===== src/rtl/cdc_pulse_tx.sv =====
// rtl/cdc_pulse_tx.sv - event-to-stretched-level transmitter with pending queue
// Each accepted event becomes one HIGH_CYCLES pulse followed by at least LOW_CYCLES low.
module cdc_pulse_tx #(
  parameter int HIGH_CYCLES = 6,
  parameter int LOW_CYCLES  = 6,
  parameter int PEND_W      = 4
) (
  input  logic              clk,
  input  logic              rst,
  input  logic              i_event,
  input  logic              i_clr_ovf,
  output logic              o,
  output logic              o_busy,
  output logic [PEND_W-1:0] o_pending,
  output logic              o_overflow
);

  localparam int MAX_PHASE = (HIGH_CYCLES > LOW_CYCLES) ? HIGH_CYCLES : LOW_CYCLES;
  localparam int CNT_W     = $clog2(MAX_PHASE + 1);
  localparam logic [CNT_W-1:0]  HIGH_LOAD = CNT_W'(HIGH_CYCLES - 1);
  localparam logic [CNT_W-1:0]  LOW_LOAD  = CNT_W'(LOW_CYCLES - 1);
  localparam logic [PEND_W-1:0] PEND_MAX  = '1;
  localparam logic [PEND_W-1:0] PEND_ONE  = PEND_W'(1);

  typedef enum logic [1:0] {IDLE, HIGH, LOW} state_t;

  state_t            state_q, state_d;
  logic [CNT_W-1:0]  cnt_q, cnt_d;
  logic [PEND_W-1:0] pend_d;
  logic              ovf_d;
  logic              o_d;
  logic              phase_last;
  logic              launch;
  logic              drop;

  always_comb begin
    state_d    = state_q;
    cnt_d      = cnt_q;
    pend_d     = o_pending;
    ovf_d      = o_overflow;
    drop       = 1'b0;
    // Counter runs down to zero; zero marks the final cycle of the current phase.
    phase_last = (cnt_q == '0);
    launch     = ((state_q == IDLE) || ((state_q == LOW) && phase_last)) &&
                 ((o_pending != '0) || i_event);

    case (state_q)
      IDLE: begin
        cnt_d = '0;
      end
      HIGH: begin
        if (phase_last) begin
          state_d = LOW;
          cnt_d   = LOW_LOAD;
        end else begin
          cnt_d = cnt_q - 1'b1;
        end
      end
      LOW: begin
        if (phase_last) begin
          state_d = IDLE;
          cnt_d   = '0;
        end else begin
          cnt_d = cnt_q - 1'b1;
        end
      end
      default: begin
        state_d = IDLE;
        cnt_d   = '0;
      end
    endcase

    if (launch) begin
      state_d = HIGH;
      cnt_d   = HIGH_LOAD;
    end

    // A launch consumes the oldest queued event; a coincident new event takes its place.
    if (launch) begin
      if ((o_pending != '0) && !i_event) begin
        pend_d = o_pending - PEND_ONE;
      end
    end else if (i_event) begin
      if (o_pending != PEND_MAX) begin
        pend_d = o_pending + PEND_ONE;
      end else begin
        drop = 1'b1;
      end
    end

    if (drop) begin
      ovf_d = 1'b1;
    end else if (i_clr_ovf) begin
      ovf_d = 1'b0;
    end

    o_d = (state_d == HIGH);
  end

  always_ff @(posedge clk) begin
    if (rst) begin
      state_q    <= IDLE;
      cnt_q      <= '0;
      o          <= 1'b0;
      o_pending  <= '0;
      o_overflow <= 1'b0;
    end else begin
      state_q    <= state_d;
      cnt_q      <= cnt_d;
      o          <= o_d;
      o_pending  <= pend_d;
      o_overflow <= ovf_d;
    end
  end

  assign o_busy = (state_q != IDLE);

endmodule

===== config.mk =====
export PLATFORM = sky130hd
export DESIGN_NAME = cdc_pulse_tx
export DESIGN_NICKNAME = d
export VERILOG_FILES = /design/src/rtl/cdc_pulse_tx.sv
export SDC_FILE = /design/constraint.sdc
export NUM_CORES = 1
export LEC_CHECK = 0
export CAP_MARGIN = 20
export CORE_UTILIZATION = 46
export CTS_CLUSTER_DIAMETER = 120
export DETAILED_ROUTE_END_ITERATION = 12
export PLACE_DENSITY = 0.71
export SETUP_SLACK_MARGIN = 0.02
export SYNTH_ARGS = -nofsm -noshare
export SYNTH_HDL_FRONTEND = slang
export SYNTH_SLANG_ARGS = --single-unit

===== constraint.sdc =====
create_clock -name clk -period 5.9 [get_ports clk]
set_input_delay 1.475 -clock clk [delete_from_list [all_inputs] [get_ports clk]]
set_output_delay 1.475 -clock clk [all_outputs]
set_load 0.03 [all_outputs]

After elaboration in Yosys (flattened, before gate mapping). Index checks and enable logic that the tools add are counted. Widths: inputs -> output; s select.

Memory bits (writable): 0. Bits in read-only memories: 0. Bits in latches: 0. Memories: 0. Bits of input ports: 4. Register bits after elaboration: 11. Logic and storage cells: 46.

Order comparisons: 0. Shifts and indexed selects: 0. Reduce and logical (&&, ||, !) cells: 15. Muxes and demuxes: 17. Multiply operators: 0. Bitwise operators: 0. Add/sub/neg operators: 3. Eq/ne operators: 5. Div/mod/pow operators: 0.

Operator list (number): $mux 4 (4); $mux 3 (3); $reduce_bool 2->1 (4); $mux 2 (3); $pmux 2 s3 (1); $pmux 3 s2 (1); $mux 1 (5); $add 4x1->4 const B (1); $eq 2x1->1 const B (2); $ne 4x4->1 const B (1); $reduce_bool 4->1 (1); $sub 4x1->4 const B (1); $logic_and 1x1->1 (3); $logic_not 3->1 (1); $reduce_and 3->1 (1); $sub 3x1->3 const B (1); $eq 2x2->1 const B (1); $logic_not 2->1 (1); $logic_or 1x1->1 (2); $ne 2x1->1 const B (1); $reduce_or 2->1 (1); $logic_not 1->1 (1).

Logic depth before layout (Yosys ltp). Gate-level depths: netlist of the first run.

Word-level depth: 6. Mapped depth: 10.

Worst setup path after synthesis of the first run. No wires, ideal clock.

Path kind: input to register. From: input port i_event. To: register o_pending[2]. Data arrival time: 2628 ps. Path slack: 3151 ps. Stages on the path: 7. Path buffers: 0. Library setup time: 121 ps. Cell sequence: o22ai_2 -> xnor2_1 -> ha_1 -> nor3_1 -> o211a_1 -> a41o_1 -> mux2_4.

Longest elaborated chain between the ends: 4. Elaborated cells on any way between the ends: 9. Classes of those cells: eq/ne (1); mux (1); reduce/logical (7).

RTL lines: start, declared (RTL line 10) `input logic i_event,`; $logic_or 1x1->1 / $logic_not 1->1 (equally long branches) (RTL line 45, 80); $logic_and 1x1->1 (on tied branches) (RTL line 44, 80); $ne 2x1->1 (no source line) / $reduce_bool 2->1 (equally long branches); $reduce_and 3->1 (no source line); end signal, assigned (RTL line 111) `o_pending <= pend_d;`; end, declared (RTL line 14) `output logic [PEND_W-1:0] o_pending,`.

Parallel ways exist; a longest one is shown, timed or not. A chain may end at the register's enable or synchronous reset.

Final worst setup path of the first run.
From: register state_q[0]. To: output port o_busy.

Longest elaborated chain between the ends: 1.

RTL lines: start, declared (RTL line 27) `state_t state_q, state_d;`; start signal, assigned (RTL line 108) `state_q <= state_d;`; $reduce_bool 2->1 (RTL line 116) `assign o_busy = (state_q != IDLE);`; end, declared (RTL line 13) `output logic o_busy,`.

No other way between the ends.

==> flow_summary.ini, run 1 <==
[outcome]
status = finished clean

[synth]
synthArstFlopShare = 0
synth_nets = 80
synth_area_leaders = dfxtp_1 33%, ha_1 9.5%, a21oi_1 5.3%
ys_types = 34
yosys_warnings = 0
synth-edff-count = 0
syn_avg_cell_area_um2 = 9.287
ys.flop_type = dfxtp_1
synth_top_area_frac = 0.3340
ys_ff_latch = 11
synth-seq-area-share = 0.3340
syn_inst = 71
netlist_area_um2 = 659.4
synth_top_area_cell = dfxtp_1

[worst_setup_path]
crit_arrival_ps = 1840
worstPathMaxFanout = 7
crit_chain = inv_1 -> ha_1 -> inv_1 -> clkdlybuf4s50_1
path_class = reg -> out
crit_top_cell = inv_1
worstPathRequired_ps = 4430
cp-start-kind = flop
crit_path_end_kind = output port
slowest_stage = clkdlybuf4s50_1
cp_slowest_stage_delay_ps = 670

[clock_network]
cts_resized = 0
path_clk_slew_ps = 70
clock_sinks = 11
hold_buffers = 0
cts_root_buf = clkbuf_4
htreeDepth = 1
cts_tree = done
clk_latency_ps = 270
cts_setup_buffers = 0
cts_made_buffers = 3
clockBufferDepth = 2

[pwr]
leakagePower_nw = 0.3216
max-vdd-ir-drop_mv = 0.2690
finalPower_w = 0.0004271
power_density_nw_per_um2 = 532.5

[sta]
rsz0062_at_grt = no
fin_crit_ps = 3312
worst_pin_slew_ps = 523.8
finalHoldViolations = 0
slew-limit-headroom = 0.6499
setup_viol = 0
max_freq_mhz = 302.0
fin_tns_setup_ps = 0
hold_ws_ps = 476.9
setup_slack_ps = 2588
finalMaxSlewViolations = 0
final.setup_skew_ps = 2.660
min_period_over_period = 0.5613

[floorplanning]
initial_core_util = 0.5005
die_w_um = 39.86
die_h_um = 39.86
pin_count = 11
fp-row-count = 13
core_area_um2 = 1318
die-area_um2 = 1589

[detailed_routing]
wire_per_inst_um = 13.31
drc = 0
vias_per_cell = 5.697
antenna_left = 0
drt_iter0_markers = 14
routed_wl_um = 1318
via_count = 564
dr.pass1.iters = 2

[global_route]
first_global_vias = 487
track_usage = 0.2114
grt_pass1_wl_um = 2208
antenna_found_initial = 0
grt_overflow = 0
grt_max_degree = 15

[place]
pre_cts_slack_ps = 2459
hpwl_um = 998.7
io_buffers = 10
place_congestion = 0.6724

[final_layout]
area_delta_synth_final_pct = 21.63
drive_above_1_share = 0.1310
layout.nets = 94
num_antenna_cells = 0

[min_path]
min_path_type = reg -> reg

[job]
drv_cap = 0
where the power goes:
group	total, W	switching [W]	internal [W]
registers	0.000134	0.0000356	0.0000981
clock network	0.0000508	0.0000257	0.0000251
logic	0.000243	0.000126	0.000116
total	0.000427	0.000188	0.000240
per-layer routing:
metal	vias to the layer above	global-route usage	wire length, um
met4	0	0.05172	5
li1	294	-	-
met5	-	0	0
met1	261	0.2804	693
met2	7	0.3105	565
met3	2	0.08523	53
cell usage after synthesis, types with 2 or more instances:
master,instances
dfxtp_1,11
a21oi_1,7
ha_1,5
nand2_1,4
nand2b_1,4
inv_1,3
nor2_1,3
nor3_1,3
nand3b_1,2
nand4_1,2
nor2b_1,2
o21ai_0,2
xnor2_1,2
kinds of logic (layout without fill, tap and decap cells):
logic type / Yosys count / after routing / synth area share
AOI/OAI and AO/OA: 18 / 18 / 0.1936
xor gates and xnor gates: 2 / 2 / 0.02657
buffers and inverters: 4 / 17 / 0.02276
and+or+nand+nor: 28 / 28 / 0.2732
adders and majority gates: 5 / 5 / 0.09488
muxes: 3 / 3 / 0.05502
DFF: 11 / 11 / 0.3340
layout by cell type (no fill, tap or decap), types with 3 or more instances in the layout:
cell and n:
a21oi_1 7, nor2_1 3, ha_1 5, nand2b_1 4, nor3_1 3, inv_1 3, nand2_1 4, dfxtp_1 11
clkbuf_4 3, clkdlybuf4s50_1 10
through the flow:
stage / instances / utilization / instance area, um^2
2_1_floorplan: 71 / - / 659.4
3_3_place_gp: 95 / 0.5878 / 774.5
3_5_place_dp: 95 / 0.5878 / 774.5
4_1_cts: 99 / 0.6087 / 802.0
5_1_grt: 99 / 0.6087 / 802.0
6_report: 99 / 0.6087 / 802.0
flip-flops by register name, indices dropped and copies added (netlist names):
register	flops
o_pending	4
o_overflow	1
state_q	2
o	1
cnt_q	3
worst max-delay path: cells and delay by family (launching register included):
kind | cells | cell delay, ps
DFF | 1 | 410
adders and majority gates | 1 | 300
buffers and inverters | 3 | 860
area by class of cell:
| class | count | area (um^2) |
|---|---|---|
| fillers | 124 | 515.5 |
| multi-input cells | 56 | 424.2 |
| flip-flops and latches | 11 | 220.2 |
| repair buffers | 10 | 100.1 |
| clock buffers | 3 | 22.52 |
| well taps | 15 | 18.77 |
| inverters | 3 | 11.26 |
| clock inverters | 1 | 5.005 |
path summary, 6_finish.rpt:
path | start | endpoint | slack, ps | cells after the start
max reg2reg | state_q[0] | o_pending[2] | 3370 | 10
min reg2reg | o_overflow | o_overflow | 480 | 2
min | o_overflow | o_overflow | 480 | 2
max | state_q[0] | o_busy | 2590 | 4
(Power assumes the default switching activity.)
==> run 2, diff against run 1 <==
==> constraint.sdc (replaced) <==
create_clock -name clk -period 3.05 [get_ports clk]
set_input_delay 0.7625 -clock clk [delete_from_list [all_inputs] [get_ports clk]]
set_output_delay 0.7625 -clock clk [all_outputs]
set_load 0.03 [all_outputs]
==> flow_summary.ini, run 2 (synthesis gave the netlist of run 1 again) <==
[global_route]
grt_max_degree = 15
grt_pass1_wl_um = 1876
track_usage = 0.1832
first_global_vias = 438
grt_overflow = 0
antenna_found_initial = 0

[final_layout]
reg.largest.list = o_pending x4, cnt_q x3, state_q x2
layout_commonest_cell = dfxtp_1
regMostFlops = o_pending
nFillCells = 115
num_antenna_cells = 0
final_util = 0.6135
area_delta_synth_final_pct = 22.58
drive_above_1_share = 0.1294
instances_no_fill = 100
final_cell_mix = 11 x dfxtp_1, 10 x clkdlybuf4s50_1, 7 x a21oi_1
layout.nets = 95
largest_reg_flops = 4

[floorplanning]
die_h_um = 39.86
core_area_um2 = 1318
fp-row-count = 13
die-area_um2 = 1589
die_w_um = 39.86
pin_count = 11
initial_core_util = 0.5005

[worst_setup_path]
timing.rr.start = state_q[0]
rrSetupSlack_ps = 530
cp-start-kind = flop
rr_endpoint = o_pending[2]
crit_arrival_ps = 1840
worstPathRequired_ps = 2290
path_class = reg -> out
worstPathMaxFanout = 7
r2r_cells = 10
crit_path_end_kind = output port

[place]
io_buffers = 10
hpwl_um = 951.7
place_congestion = 0.7171
dpl.cell_count = 96

[clock_network]
cts_resized = 0
cts_made_buffers = 3
clockBufferDepth = 2
clock_sinks = 11
hold_buffers = 0
clk_latency_ps = 280
cts_root_buf = clkbuf_4
cts_tree = done
path_clk_slew_ps = 80
cts_setup_buffers = 0
htreeDepth = 1

[sta]
fin_tns_setup_ps = 0
worst_pin_slew_ps = 483.4
rsz0062_at_grt = no
slew-limit-headroom = 0.6769
final.setup_skew_ps = 0.5575
fin_crit_ps = 2598
setup_viol = 0
max_freq_mhz = 385.0
min_period_over_period = 0.8517
finalHoldViolations = 0
finalMaxSlewViolations = 0

[min_path]
min_from = o_overflow
hold_end = o_overflow
min_path_type = reg -> reg
min_path_cells = 2

[pwr]
max-vdd-ir-drop_mv = 0.5089
finalPower_w = 0.0008325
power_density_nw_per_um2 = 1030
leakagePower_nw = 0.3237

[job]
drv_cap = 0

[detailed_routing]
drc = 0
wire_per_inst_um = 13.12
routed_wl_um = 1312
drt_iter0_markers = 13
antenna_left = 0
dr.pass1.iters = 4
vias_per_cell = 5.620
via_count = 562

[outcome]
status = finished clean
==> run 2: cell count changes in the layout (fill, tap and decap cells not counted) <==
| cell | delta |
|---|---|
| clkbuf_1 | +1 |
| buf_4 | +1 |
| clkinv_2 | -1 |
==> run 2: metrics by stage <==
| step | hold slack, ps | area [um^2] | worst slack, ps |
|---|---|---|---|
| floorplan | 509.1 | 659.4 | 703.1 |
| global placement | 457.7 | 782.0 | 465.9 |
| detailed placement | 464.8 | 782.0 | 423.6 |
| CTS | 479.4 | 808.3 | 447.7 |
| global route | 514.7 | 808.3 | 362.8 |
| finish | 478.6 | 808.3 | 452.4 |
==> run 2: worst max path at each step <==
stage | from | end | slack [ps] | cells after the start
final | state_q[0] | o_busy | 450 | 4
after global routing | state_q[0] | o_pending[2] | 360 | 10
after CTS | state_q[0] | o_busy | 450 | 4
after detailed placement | i_event | o_pending[2] | 420 | 8
after global placement | i_event | o_pending[2] | 470 | 8
after floorplan | o_pending[0] | o_pending[2] | 700 | 8
==> run 2: cell type report <==
type	count	area (um^2)	area share
multi-input combinational	56	424.2	0.5248
sequential	11	220.2	0.2724
timing repair buffer	11	107.6	0.1331
clock buffer	4	26.28	0.03251
tap	15	18.77	0.02322
inverter	3	11.26	0.01393
==> run 2: where the power goes <==
part / internal (W) / total, W / switching, W
logic: 0.000226 / 0.000467 / 0.000241
clock network: 0.0000509 / 0.000109 / 0.0000582
registers: 0.000190 / 0.000256 / 0.0000664
total: 0.000467 / 0.000833 / 0.000366
==> run 2: worst max-delay path, cell delays in order (launching register included) <==
cell and delay, ps:
dfxtp_1 410, inv_1 90, ha_1 290, inv_1 100, clkdlybuf4s50_1 660
==> run 2: per-layer routing <==
layer / GRT usage / up-vias / wire length (um)
met4: 0.1034 / 0 / 29
li1: - / 293 / -
met2: 0.2419 / 8 / 558
met5: 0 / - / 0
met1: 0.2660 / 259 / 698
met3: 0.03409 / 2 / 26
